## config.mk

```make
export PLATFORM = sky130hd
export DESIGN_NAME = change_dispenser
export DESIGN_NICKNAME = d
export VERILOG_FILES = /design/src/rtl/change_dispenser.sv
export SDC_FILE = /design/constraint.sdc
export NUM_CORES = 1
export LEC_CHECK = 0
export ABC_AREA = 1
export CORE_MARGIN = 8
export CORE_UTILIZATION = 50
export DETAILED_ROUTE_END_ITERATION = 8
export GPL_TIMING_DRIVEN = 1
export PLACE_DENSITY = 0.8
export SYNTH_ARGS = -nofsm -noshare
export SYNTH_HDL_FRONTEND = slang
export SYNTH_SLANG_ARGS = --single-unit
```

## constraint.sdc

```tcl
create_clock -name clk -period 7.3 [get_ports clk]
set_clock_uncertainty 0.15 [all_clocks]
set_input_delay 1.46 -clock clk [delete_from_list [all_inputs] [get_ports clk]]
set_output_delay 1.46 -clock clk [all_outputs]
set_load 0.02 [all_outputs]
```

## src/rtl/change_dispenser.sv

```systemverilog
// Greedy change dispenser: ejects one coin per cycle, largest denomination that still fits first.
// Define CHANGE_INVENTORY_EN to add per-coin stock counters with refill; otherwise supply is unlimited.
module change_dispenser #(
   parameter int kNumCoins   = 3,
   parameter int kTotalBits  = 31,
   parameter int COIN0_VALUE = 100,
   parameter int COIN1_VALUE = 500,
   parameter int COIN2_VALUE = 1000,
   parameter int kStockBits  = 8
) (
   input  logic                  clk,
   input  logic                  reset,
   input  logic                  i_start,
   input  logic [kTotalBits-1:0] i_total,
   input  logic                  i_refill,
   input  logic [kNumCoins-1:0]  i_refill_coin,
   output logic [kNumCoins-1:0]  o_return_coin,
   output logic                  o_busy,
   output logic                  o_done,
   output logic                  o_short,
   output logic [kTotalBits-1:0] o_remaining
);

   typedef enum logic [1:0] {IDLE, DISPENSE, DONE} state_t;

   localparam logic [kTotalBits-1:0] kCoinValue [3] = '{
      kTotalBits'(COIN0_VALUE), kTotalBits'(COIN1_VALUE), kTotalBits'(COIN2_VALUE)};

   state_t                state;
   state_t                state_next;
   logic [kNumCoins-1:0]  in_stock;
   logic [kNumCoins-1:0]  pick;
   logic                  found;
   logic [kTotalBits-1:0] pick_value;

   // Values ascend with index, so the last eligible coin seen in the scan is the largest one.
   always_comb begin
      pick       = '0;
      found      = 1'b0;
      pick_value = '0;
      for (int i = 0; i < kNumCoins; i++) begin
         if (in_stock[i] && (o_remaining != '0) && (kCoinValue[i] <= o_remaining)) begin
            pick       = '0;
            pick[i]    = 1'b1;
            found      = 1'b1;
            pick_value = kCoinValue[i];
         end
      end
   end

   always_comb begin
      state_next = state;
      case (state)
         IDLE:     if (i_start) state_next = DISPENSE;
         DISPENSE: if (!found) state_next = DONE;
         DONE:     state_next = IDLE;
         default:  state_next = IDLE;
      endcase
   end

   // The subtraction only happens when a coin fits, so the remaining amount cannot wrap.
   always_ff @(posedge clk or posedge reset) begin
      if (reset) begin
         state         <= IDLE;
         o_return_coin <= '0;
         o_busy        <= 1'b0;
         o_done        <= 1'b0;
         o_short       <= 1'b0;
         o_remaining   <= '0;
      end else begin
         state         <= state_next;
         o_done        <= 1'b0;
         o_return_coin <= '0;
         case (state)
            IDLE: begin
               if (i_start) begin
                  o_remaining <= i_total;
                  o_short     <= 1'b0;
                  o_busy      <= 1'b1;
               end
            end
            DISPENSE: begin
               if (found) begin
                  o_return_coin <= pick;
                  o_remaining   <= o_remaining - pick_value;
               end else begin
                  o_busy  <= 1'b0;
                  o_done  <= 1'b1;
                  o_short <= (o_remaining != '0);
               end
            end
            default: ;
         endcase
      end
   end

`ifdef CHANGE_INVENTORY_EN
   localparam logic [kStockBits-1:0] kStockMax = '1;

   logic [kStockBits-1:0] stock [kNumCoins];
   logic [kNumCoins-1:0]  refill_hit;
   logic [kNumCoins-1:0]  eject_hit;

   assign refill_hit = i_refill ? i_refill_coin : '0;
   assign eject_hit  = (state == DISPENSE) ? pick : '0;

   always_comb begin
      in_stock = '0;
      for (int i = 0; i < kNumCoins; i++) begin
         in_stock[i] = (stock[i] != '0);
      end
   end

   // A refill and an ejection of the same coin cancel out.
   always_ff @(posedge clk or posedge reset) begin
      if (reset) begin
         for (int i = 0; i < kNumCoins; i++) begin
            stock[i] <= '0;
         end
      end else begin
         for (int i = 0; i < kNumCoins; i++) begin
            if (refill_hit[i] && !eject_hit[i]) begin
               if (stock[i] != kStockMax) stock[i] <= stock[i] + 1'b1;
            end else if (eject_hit[i] && !refill_hit[i]) begin
               stock[i] <= stock[i] - 1'b1;
            end
         end
      end
   end
`else
   logic unused_refill;

   assign in_stock      = '1;
   assign unused_refill = ^{i_refill, i_refill_coin};
`endif

endmodule

```

==> run_results.csv, run 1 <==
group,metric,value,unit
clock_network,clk_latency,310,ps
power_and_ir_drop,leakagePower,2.04,nW
logic_synthesis,yosysMostFrequentCell,"nand2_1",
routing,first_pass_iters,5,
timing,drv_slew,0,
routing,drc,0,
logic_synthesis,ys_types,32,
logic_synthesis,async_flop_share,100,%
critical_path,critPathRequiredTime,7340,ps
clock_network,cts_resized,0,
min_path,hold_depth,2,
cells_and_area,filler_cell_count,580,
critical_path,slowest_stage,"dfrtp_1",
logic_synthesis,yosysWarnings,0,
timing,grt_setup_unrepaired,"false",
logic_synthesis,synth.cell_area,3240,sq um
routing,routed_wl,9.56,mm
critical_path,critPathKind,"flip-flop to flip-flop",
power_and_ir_drop,seq_power_share,46.8,%
cells_and_area,area_growth,26.9,%
global_routing,grt_pass1_wl,16.0,mm
timing,tns,0,ps
clock_network,ctsHtreeMaxLevel,2,
global_routing,overflow,0,
timing,hold_violations,0,
routing,wl_per_cell,14.1,microns
global_routing,grt_max_degree,45,
logic_synthesis,synth.ff_latch_count,39,
clock_network,cts_tree,"done",
global_routing,groute.usage.overall,21.6,%
run_status,status,"finished clean",
cells_and_area,layout-drive-gt1-share,6.48,%
cells_and_area,nNetsFinal,648,
power_and_ir_drop,power_density,112,nW/um^2
floorplan,std_cell_rows,29,
floorplan,pin_count,75,
floorplan,chipHeight,96.4,microns
critical_path,path_delay_family,"simple AND/OR/NAND/NOR gates",
logic_synthesis,synth_top_cell_area_share,30.2,%
routing,viasPerCell,5.22,
timing,min_period_over_period,52.0,%
power_and_ir_drop,power.switching,93.5,uW
floorplan,die_w,96.4,microns
routing,drt.antenna.violating_nets,0,
critical_path,worst_ep_arrival_time,3830,ps
clock_network,clk_pin_slew_worst_paths,80,ps
logic_synthesis,synth_top_area_cell,"dfrtp_1",
min_path,hp-class,"flip-flop to flip-flop",
global_routing,antenna_found_initial,0,
timing,layout_setup_ws,3510,ps
logic_synthesis,synth_nets,580,
timing,relSlewSlack,47.5,%
cells_and_area,antenna_cells,0,
timing,period_needed,3790,ps
logic_synthesis,synth_edf_count,0,
critical_path,path_cells,"inv_2, nand2_1, nor2_2, nand2_1, nor4_1, a21oi_2, and2_1, ha_1, inv_1, fa_1, nand3_1, nand2_1, nand2_1, nand2_1, clkinv_1, nand3_1, nand2_1, nand3_1, nand2_1, nand2_1, nand2_1",
timing,worst_hold_slack,334,ps
floorplan,fp.dieArea,9300,sq um
routing,vias,3547,
routing,drtIter0Drc,282,
logic_synthesis,ys_top_cells_by_count,"nand2_1 (204), nand3_1 (65), inv_1 (62), nor2_1 (55), dfrtp_1 (39)",
clock_network,holdBufCountCts,0,
critical_path,crit_path_start_kind,"flip-flop",
timing,fmax,264,MHz
power_and_ir_drop,p_sw_share,20.3,%
critical_path,end_kind,"flip-flop",
timing,worstMarginPinSlew,782,ps
power_and_ir_drop,clkPwrFrac,48.5,%
run,cap_violations,0,
critical_path,slowest_delay,450,ps
critical_path,crit_fanout,9,
global_routing,grt_pass1_vias,3448,
floorplan,core,6310,sq um
critical_path,cpMostUsedCell,"nand2_1",
clock_network,post_cts_buffers,0,
power_and_ir_drop,internal_power,368,uW
logic_synthesis,seq_area_frac_synth,30.2,%
power_and_ir_drop,comb_power_share,4.7,%
cells_and_area,multi_input_area,1920,sq um
clock_network,cts-buffers-inserted,5,
power_and_ir_drop,irDropWorstVdd,94.2,uV
clock_network,cts-root-buf,"clkbuf_8",
floorplan,initial_utilization,51.2,%
critical_path,reg2regPathDepth,21,
placement,dp_worst_setup_slack,3610,ps
placement,gp_congestion,0.941,
logic_synthesis,postSynthAreaPerCell,6.07,sq um
placement,io_buffers,70,
clock_network,cts_max_path_buffers,2,
timing,setup_viol,0,
critical_path,crit_buf_inv,3,
logic_synthesis,synthTopCellsByArea,"dfrtp_1 (30%), nand2_1 (24%), nand3_1 (10%)",
placement,place_hpwl,7.26,mm
cells_and_area,layout.area.seq,976,sq um
critical_path,path_depth,21,
logic_synthesis,syn_inst,533,
logic_synthesis,synth_flop_cell,"dfrtp_1",
clock_network,cts_sinks,39,
[worst min-delay path: cells and delay by family, from the launching register on]
family           cells  cell delay, ps
flip-flops           1             350
AND/OR/NAND/NOR      2             100
[power by group through the flow]
stage,registers (mW),logic (mW),clock network [mW]
2_1_floorplan,0.220,0.00318,0
5_1_grt,0.216,0.0243,0.236
3_3_place_gp,0.220,0.0221,0
6_report,0.216,0.0219,0.224
3_5_place_dp,0.220,0.0224,0
4_1_cts,0.216,0.0225,0.229
[sequential cells by signal, summed over array words and instances, names as in the netlist]
| name | count |
|---|---|
| o_remaining | 31 |
| o_return_coin | 3 |
| state | 2 |
| o_busy | 1 |
| o_done | 1 |
| o_short | 1 |
[layout by cell type (no fill, tap or decap), types with 2 or more instances in the layout]
cell type and instances:
nor2_2 7, o21ai_1 13, nand4_1 10, clkdlybuf4s50_1 70
nand2_2 3, nand2_1 204, nor2_1 54, nand2_4 2
inv_2 5, nor2_4 2, a21oi_1 5, bufinv_16 2
nand3_1 65, nor4_1 3, buf_4 2, o21ai_0 17
ha_1 8, clkbuf_8 5, dfrtp_1 39, nor3_1 4
or2_2 7, clkinv_1 2, inv_1 62
[layer usage]
layer  GRT usage, %  vias up  routed length, microns
met2           34.8      146                    4330
met5              0        -                       0
met3           3.86       10                     832
met1           29.0     1578                    4290
li1               -     1813                       -
met4           6.18        0                     112
[cell families (layout without fill, tap and decap cells)]
family          after synthesis  count (layout)  share of synthesized area (%)
compound gates               38              38                           6.11
xor+xnor                      2               2                          0.541
fa+ha+maj                     9               9                           3.71
buf+inv                      81             150                           10.7
flops                        39              39                           30.2
simple gates                364             364                           48.8
[final cells by class]
type                            instances  share of cell area (%)
Multi-Input combinational cell        413                    46.7
Sequential cell                        39                    23.8
Timing Repair Buffer                   72                    17.4
Inverter                               70                    6.46
Tap cell                               77                    2.35
Clock buffer                            5                    1.68
Clock inverter                          3                    1.65
[final timing paths]
kind	from	end	slack, ps
max	o_remaining[15]$_DFFE_PP0P_	o_remaining[22]$_DFFE_PP0P_	3510
min	o_busy$_DFFE_PP0P_	o_busy$_DFFE_PP0P_	330
max reg2reg	o_remaining[15]$_DFFE_PP0P_	o_remaining[22]$_DFFE_PP0P_	3510
min reg2reg	o_busy$_DFFE_PP0P_	o_busy$_DFFE_PP0P_	330
max in group asynchronous	reset	o_remaining[3]$_DFFE_PP0P_	5230
min in group asynchronous	reset	o_remaining[11]$_DFFE_PP0P_	1430
[per-stage QoR]
step                util [%]  total power [mW]  area [sq um]  instances
finish                  65.0             0.461          4110        679
global route            65.0             0.476          4110        679
CTS                     65.0             0.467          4110        679
detailed placement      62.9             0.243          3970        671
global placement        62.9             0.242          3970        671
floorplan                  -             0.223          3240        533
(Power assumes the default switching activity.)
==> run 2, diff against run 1 <==
clock period = 3.63 ns   (was 7.3 ns; I/O delays follow)
==> run 2 against run 1 <==
Net effect:
- register-to-register slack worse by 3300 ps
- highest routed layer unchanged
- power up 68%
- largest power group is now sequential cells
- utilization up 2.1 points
- cell count up 3.1%
- largest cell class unchanged
- clock power up 33%
- sequential share of layout area down 0.75 points
==> run_results.csv, run 2 (synthesized netlist as in run 1, its figures left out) <==
group,metric,value,unit
cells_and_area,final_cell_count_no_fill,700,
global_routing,grt_max_degree,45,
critical_path,critPathKind,"flip-flop to flip-flop",
cells_and_area,final_cell_mix,"nand2_1 (203), clkdlybuf4s50_1 (70), nand3_1 (65)",
floorplan,chipHeight,96.4,microns
floorplan,fp.dieArea,9300,sq um
timing,drv_slew,0,
floorplan,std_cell_rows,29,
min_path,hp-class,"flip-flop to flip-flop",
clock_network,cts_sinks,39,
cells_and_area,filler_cell_count,586,
clock_network,clk_latency,300,ps
run_status,status,"finished clean",
global_routing,grt_pass1_vias,3543,
routing,wl_per_cell,14.4,microns
cells_and_area,top_regs,"o_remaining: 31 flops, o_return_coin: 3 flops, state: 2 flops",
placement,placed_cell_area,4090,sq um
run,cap_violations,0,
timing,relSlewSlack,65.5,%
floorplan,core,6310,sq um
timing,setup_viol,0,
routing,first_pass_iters,5,
routing,wl_met3,772,microns
floorplan,die_w,96.4,microns
cells_and_area,multi_input_area,1940,sq um
critical_path,end_kind,"flip-flop",
cells_and_area,area_growth,31.0,%
global_routing,overflow,0,
global_routing,antenna_found_initial,0,
routing,top_layer,"met4",
cells_and_area,max_flop_register,"o_remaining",
clock_network,cts-buffers-inserted,5,
critical_path,crit_fanout,5,
clock_network,cts_max_path_buffers,2,
power_and_ir_drop,power_density,183,nW/um^2
floorplan,pin_count,75,
critical_path,crit_path_start_kind,"flip-flop",
cells_and_area,final_cell_area,4240,sq um
routing,drt.antenna.violating_nets,0,
routing,drc,0,
clock_network,cts_tree,"done",
global_routing,grt_pass1_wl,16.6,mm
timing,period_needed,3380,ps
routing,vias,3714,
routing,met2_wirelength,4.57,mm
clock_network,cts-root-buf,"clkbuf_8",
placement,io_buffers,70,
timing,min_period_over_period,93.0,%
clock_network,ctsHtreeMaxLevel,2,
placement,placed_cells,687,
timing,worstMarginPinSlew,518,ps
global_routing,groute.usage.overall,22.4,%
cells_and_area,antenna_cells,0,
critical_path,critPathRequiredTime,3700,ps
power_and_ir_drop,irDropWorstVdd,172,uV
cells_and_area,final_common_cell,"nand2_1",
cells_and_area,largest_reg_flops,31,
routing,wl_met1,4.61,mm
cells_and_area,nNetsFinal,669,
routing,viasPerCell,5.31,
cells_and_area,layout.area.seq,976,sq um
power_and_ir_drop,leakagePower,2.14,nW
critical_path,worst_ep_arrival_time,3440,ps
timing,hold_violations,0,
timing,fmax,296,MHz
routing,routed_wl,10.1,mm
timing,worst_hold_slack,327,ps
routing,drtIter0Drc,384,
clock_network,clk_pin_slew_worst_paths,80,ps
floorplan,initial_utilization,51.2,%
cells_and_area,layout-drive-gt1-share,10.3,%
placement,place_hpwl,7.59,mm
placement,gp_congestion,0.936,
==> run 2: final cells by class <==
type	instances	area share, %
clock inverter	3	0.354
sequential	39	23.0
multi-input combinational	413	45.8
clock buffer	5	1.62
timing repair inverter	1	0.118
inverter	70	6.35
tap	77	2.27
timing repair buffer	92	20.4
==> run 2: what timing repair did <==
| action | 4_1_cts | 5_1_grt |
|---|---|---|
| resized for setup | 0 | 7 |
| setup buffers | 0 | 4 |
| setup endpoints to repair | 0 | 13 |
| hold buffers | 0 | 0 |
==> run 2: worst max-delay path, cell delays in order (launching register included) <==
cell and delay (ps):
dfrtp_1 380, nor2_1 220, nand3_1 120, nor2_2 170, nand2_2 80, nor2_1 90, nand3_1 130, a21oi_4 200
and2_1 160, ha_1 150, inv_1 100, fa_2 360, nand3_1 80, nand2_1 80, nand2_1 100, nand2_2 100
buf_4 180, o21ai_0 140, nand3_1 100, nand2_1 80, nand2_1 50, o21ai_1 80
==> run 2: where the power goes <==
part	total [mW]	switching, mW	internal, mW
Combinational	0.0447	0.0133	0.0314
Clock	0.298	0.167	0.132
Sequential	0.434	0	0.434
==> run 2: metrics by stage <==
stage                     TNS (ps)  util, %  setup slack (ps)  power [mW]
after floorplan                  0        -               532       0.449
after global placement           0     64.8               194       0.487
after detailed placement         0     64.8               172       0.488
after CTS                        0     66.1               146       0.786
after global routing         -2.56     67.1             -2.56       0.817
final                            0     67.1               253       0.777
==> run 2: per-layer routing <==
metal	track usage, %	vias to the layer above
met4	5.67	0
li1	-	1849
met5	0	-
met3	3.48	15
met1	30.7	1696
met2	36.1	154
==> run 2: final timing paths <==
path                                              from  slack, ps  cells after the start                     endpoint
max                        o_remaining[27]$_DFFE_PP0P_        250                     21  o_remaining[14]$_DFFE_PP0P_
min in group asynchronous                        reset        710                      3  o_remaining[21]$_DFFE_PP0P_
max reg2reg                o_remaining[27]$_DFFE_PP0P_        250                     21  o_remaining[14]$_DFFE_PP0P_
max in group asynchronous                        reset       2270                      3   o_remaining[0]$_DFFE_PP0P_
min                                 o_busy$_DFFE_PP0P_        330                      2           o_busy$_DFFE_PP0P_
min reg2reg                         o_busy$_DFFE_PP0P_        330                      2           o_busy$_DFFE_PP0P_
==> run 3, diff against run 2 <==
CORE_ASPECT_RATIO = 1.4   (was not set)
CORE_MARGIN = 1.5   (was 8)
clock period = 3.7 ns   (was 3.63 ns; I/O delays follow)
==> run 3 against run 2 <==
Net effect:
- critical path depth unchanged
- sequential power down 2%
- sequential share of layout area up 0.33 points
- non-clock buffer count down 7
- global-route usage up 7.5 points
- utilization down 0.32 points
- sequential cell count unchanged
- register-to-register slack better by 20 ps
- combinational power down 1%
- critical path type unchanged
- critical endpoint is now o_remaining[26]$_DFFE_PP0P_
==> run_results.csv, run 3 (synthesized netlist as in run 1, its figures left out) <==
group,metric,value,unit
run_status,status,"finished clean",
clock_network,cts-root-buf,"clkbuf_8",
cells_and_area,area_growth,29.2,%
critical_path,reg2regPathDepth,21,
clock_network,cts_max_path_buffers,2,
clock_network,cts_tree,"done",
critical_path,cpMostUsedCell,"nand2_1",
global_routing,grt_pass1_wl,16.6,mm
routing,viasPerCell,5.27,
cells_and_area,largest_reg_flops,31,
timing,min_period_over_period,92.5,%
floorplan,chipHeight,98.2,microns
routing,drc,0,
clock_network,cts-buffers-inserted,5,
cells_and_area,final_common_cell,"nand2_1",
cells_and_area,layout-drive-gt1-share,8.78,%
clock_network,clk_latency,300,ps
timing,worstMarginPinSlew,549,ps
routing,drtIter0Drc,184,
timing,layout_setup_ws,276,ps
timing,grt_setup_unrepaired,"false",
critical_path,critPathRequiredTime,3780,ps
floorplan,pin_count,75,
placement,io_buffers,70,
cells_and_area,nNetsFinal,661,
min_path,hp-class,"flip-flop to flip-flop",
cells_and_area,final_cell_area,4180,sq um
critical_path,end_kind,"flip-flop",
routing,wl_per_cell,14.3,microns
placement,placed_cell_area,4060,sq um
floorplan,std_cell_rows,34,
placement,dp_worst_setup_slack,273,ps
routing,routed_wl,9.86,mm
timing,drv_slew,0,
cells_and_area,final_cell_mix,"nand2_1 (204), clkdlybuf4s50_1 (70), nand3_1 (65)",
critical_path,crit_end,"o_remaining[26]$_DFFE_PP0P_",
critical_path,cp-startpoint,"o_remaining[27]$_DFFE_PP0P_",
critical_path,path_cells,"nor2_2, nand3_1, nor2_2, nand2_2, nor2_1, nand3_1, a21oi_2, and2_1, ha_1, inv_1, fa_1, nand3_1, nand2_1, nand2_1, nand2_1, buf_4, o21ai_0, nand3_1, nand2_1, nand2_1, o21ai_1",
timing,setup_viol,0,
clock_network,post_cts_buffers,0,
critical_path,r2r_start,"o_remaining[27]$_DFFE_PP0P_",
global_routing,grt_pass1_vias,3602,
critical_path,reg2reg_to,"o_remaining[26]$_DFFE_PP0P_",
critical_path,slowest_delay,450,ps
critical_path,slowest_stage,"dfrtp_1",
clock_network,clk_pin_slew_worst_paths,90,ps
cells_and_area,final_core_util,66.8,%
routing,drt.antenna.violating_nets,0,
floorplan,initial_utilization,51.7,%
cells_and_area,filler_cell_count,570,
clock_network,ctsHtreeMaxLevel,2,
global_routing,overflow,0,
timing,fmax,292,MHz
timing,relSlewSlack,63.4,%
timing,period_needed,3420,ps
cells_and_area,antenna_cells,0,
critical_path,critPathKind,"flip-flop to flip-flop",
timing,tns,0,ps
power_and_ir_drop,leakagePower,2.10,nW
floorplan,fp.dieArea,6970,sq um
routing,vias,3618,
cells_and_area,top_regs,"o_remaining: 31 flops, o_return_coin: 3 flops, state: 2 flops",
critical_path,path_delay_family,"simple AND/OR/NAND/NOR gates",
floorplan,core,6250,sq um
global_routing,antenna_found_initial,0,
global_routing,grt_max_degree,45,
clock_network,cts_sinks,39,
run,cap_violations,0,
power_and_ir_drop,power_density,203,nW/um^2
critical_path,crit_buf_inv,2,
critical_path,crit_fanout,5,
placement,gp_congestion,0.918,
routing,first_pass_iters,4,
critical_path,crit_path_start_kind,"flip-flop",
floorplan,die_w,71.0,microns
critical_path,reg2reg_slack,280,ps
critical_path,worst_ep_arrival_time,3510,ps
power_and_ir_drop,irDropWorstVdd,161,uV
global_routing,groute.usage.overall,29.9,%
critical_path,path_depth,21,
cells_and_area,max_flop_register,"o_remaining",
timing,hold_violations,0,
placement,place_hpwl,7.64,mm
-- run 3: cell types whose count changed in the layout (fill, tap and decap cells not counted), sizes merged --
cell | before | now
buf | 22 | 15
clkinvlp | 2 | 1
clkinv | 4 | 3
bufinv | 0 | 1
-- run 3: area by class of cell --
cell class | count | area (sq um) | share of cell area, %
clock buffers | 5 | 68.8 | 1.65
inverters | 70 | 269 | 6.44
multi-input cells | 413 | 1920 | 45.9
repair buffers | 85 | 813 | 19.5
flip-flops and latches | 39 | 976 | 23.4
well taps | 72 | 90.1 | 2.16
clock inverters | 3 | 43.8 | 1.05
-- run 3: worst min-delay path by stage --
stage | from | end | cells past startpoint
after floorplan | o_busy$_DFFE_PP0P_ | o_busy$_DFFE_PP0P_ | 2
after global placement | o_busy$_DFFE_PP0P_ | o_busy$_DFFE_PP0P_ | 2
after detailed placement | o_busy$_DFFE_PP0P_ | o_busy$_DFFE_PP0P_ | 2
after CTS | o_busy$_DFFE_PP0P_ | o_busy$_DFFE_PP0P_ | 2
after global routing | o_busy$_DFFE_PP0P_ | o_busy$_DFFE_PP0P_ | 2
final | o_busy$_DFFE_PP0P_ | o_busy$_DFFE_PP0P_ | 2
-- run 3: repair_timing --
| item | CTS | global route |
|---|---|---|
| resized for setup | 0 | 3 |
| endpoints found under the setup margin | 0 | 5 |
| hold buffers | 0 | 0 |
-- run 3: per-stage QoR --
step                      total power, mW  hold slack [ps]  instances
final                               0.848              342        687
after global routing                0.870              373        687
after CTS                           0.856              346        687
after detailed placement            0.479              329        679
after global placement              0.478              309        679
after floorplan                     0.441              426        533
-- run 3: tightest hold or removal path, delay by kind of cell, from the launching register on --
family | cells | cell delay [ps]
AND/OR/NAND/NOR | 2 | 110
flip-flops | 1 | 350
-- run 3: report_power, final --
group / switching, mW / internal, mW / leakage [nW]
sequential: 0 / 0.426 / 0.443
clock: 0.177 / 0.201 / 0.0581
combinational: 0.0133 / 0.0307 / 1.60
total: 0.190 / 0.658 / 2.10
-- run 3: routing by layer --
metal  vias to the layer above  part of all wire (%)  track usage [%]
met5                         -                     0                0
met4                         0                   4.3             14.5
met3                        28                   3.1             3.20
met2                       100                    53             55.0
met1                      1652                    40             33.6
li1                       1838                     -                -
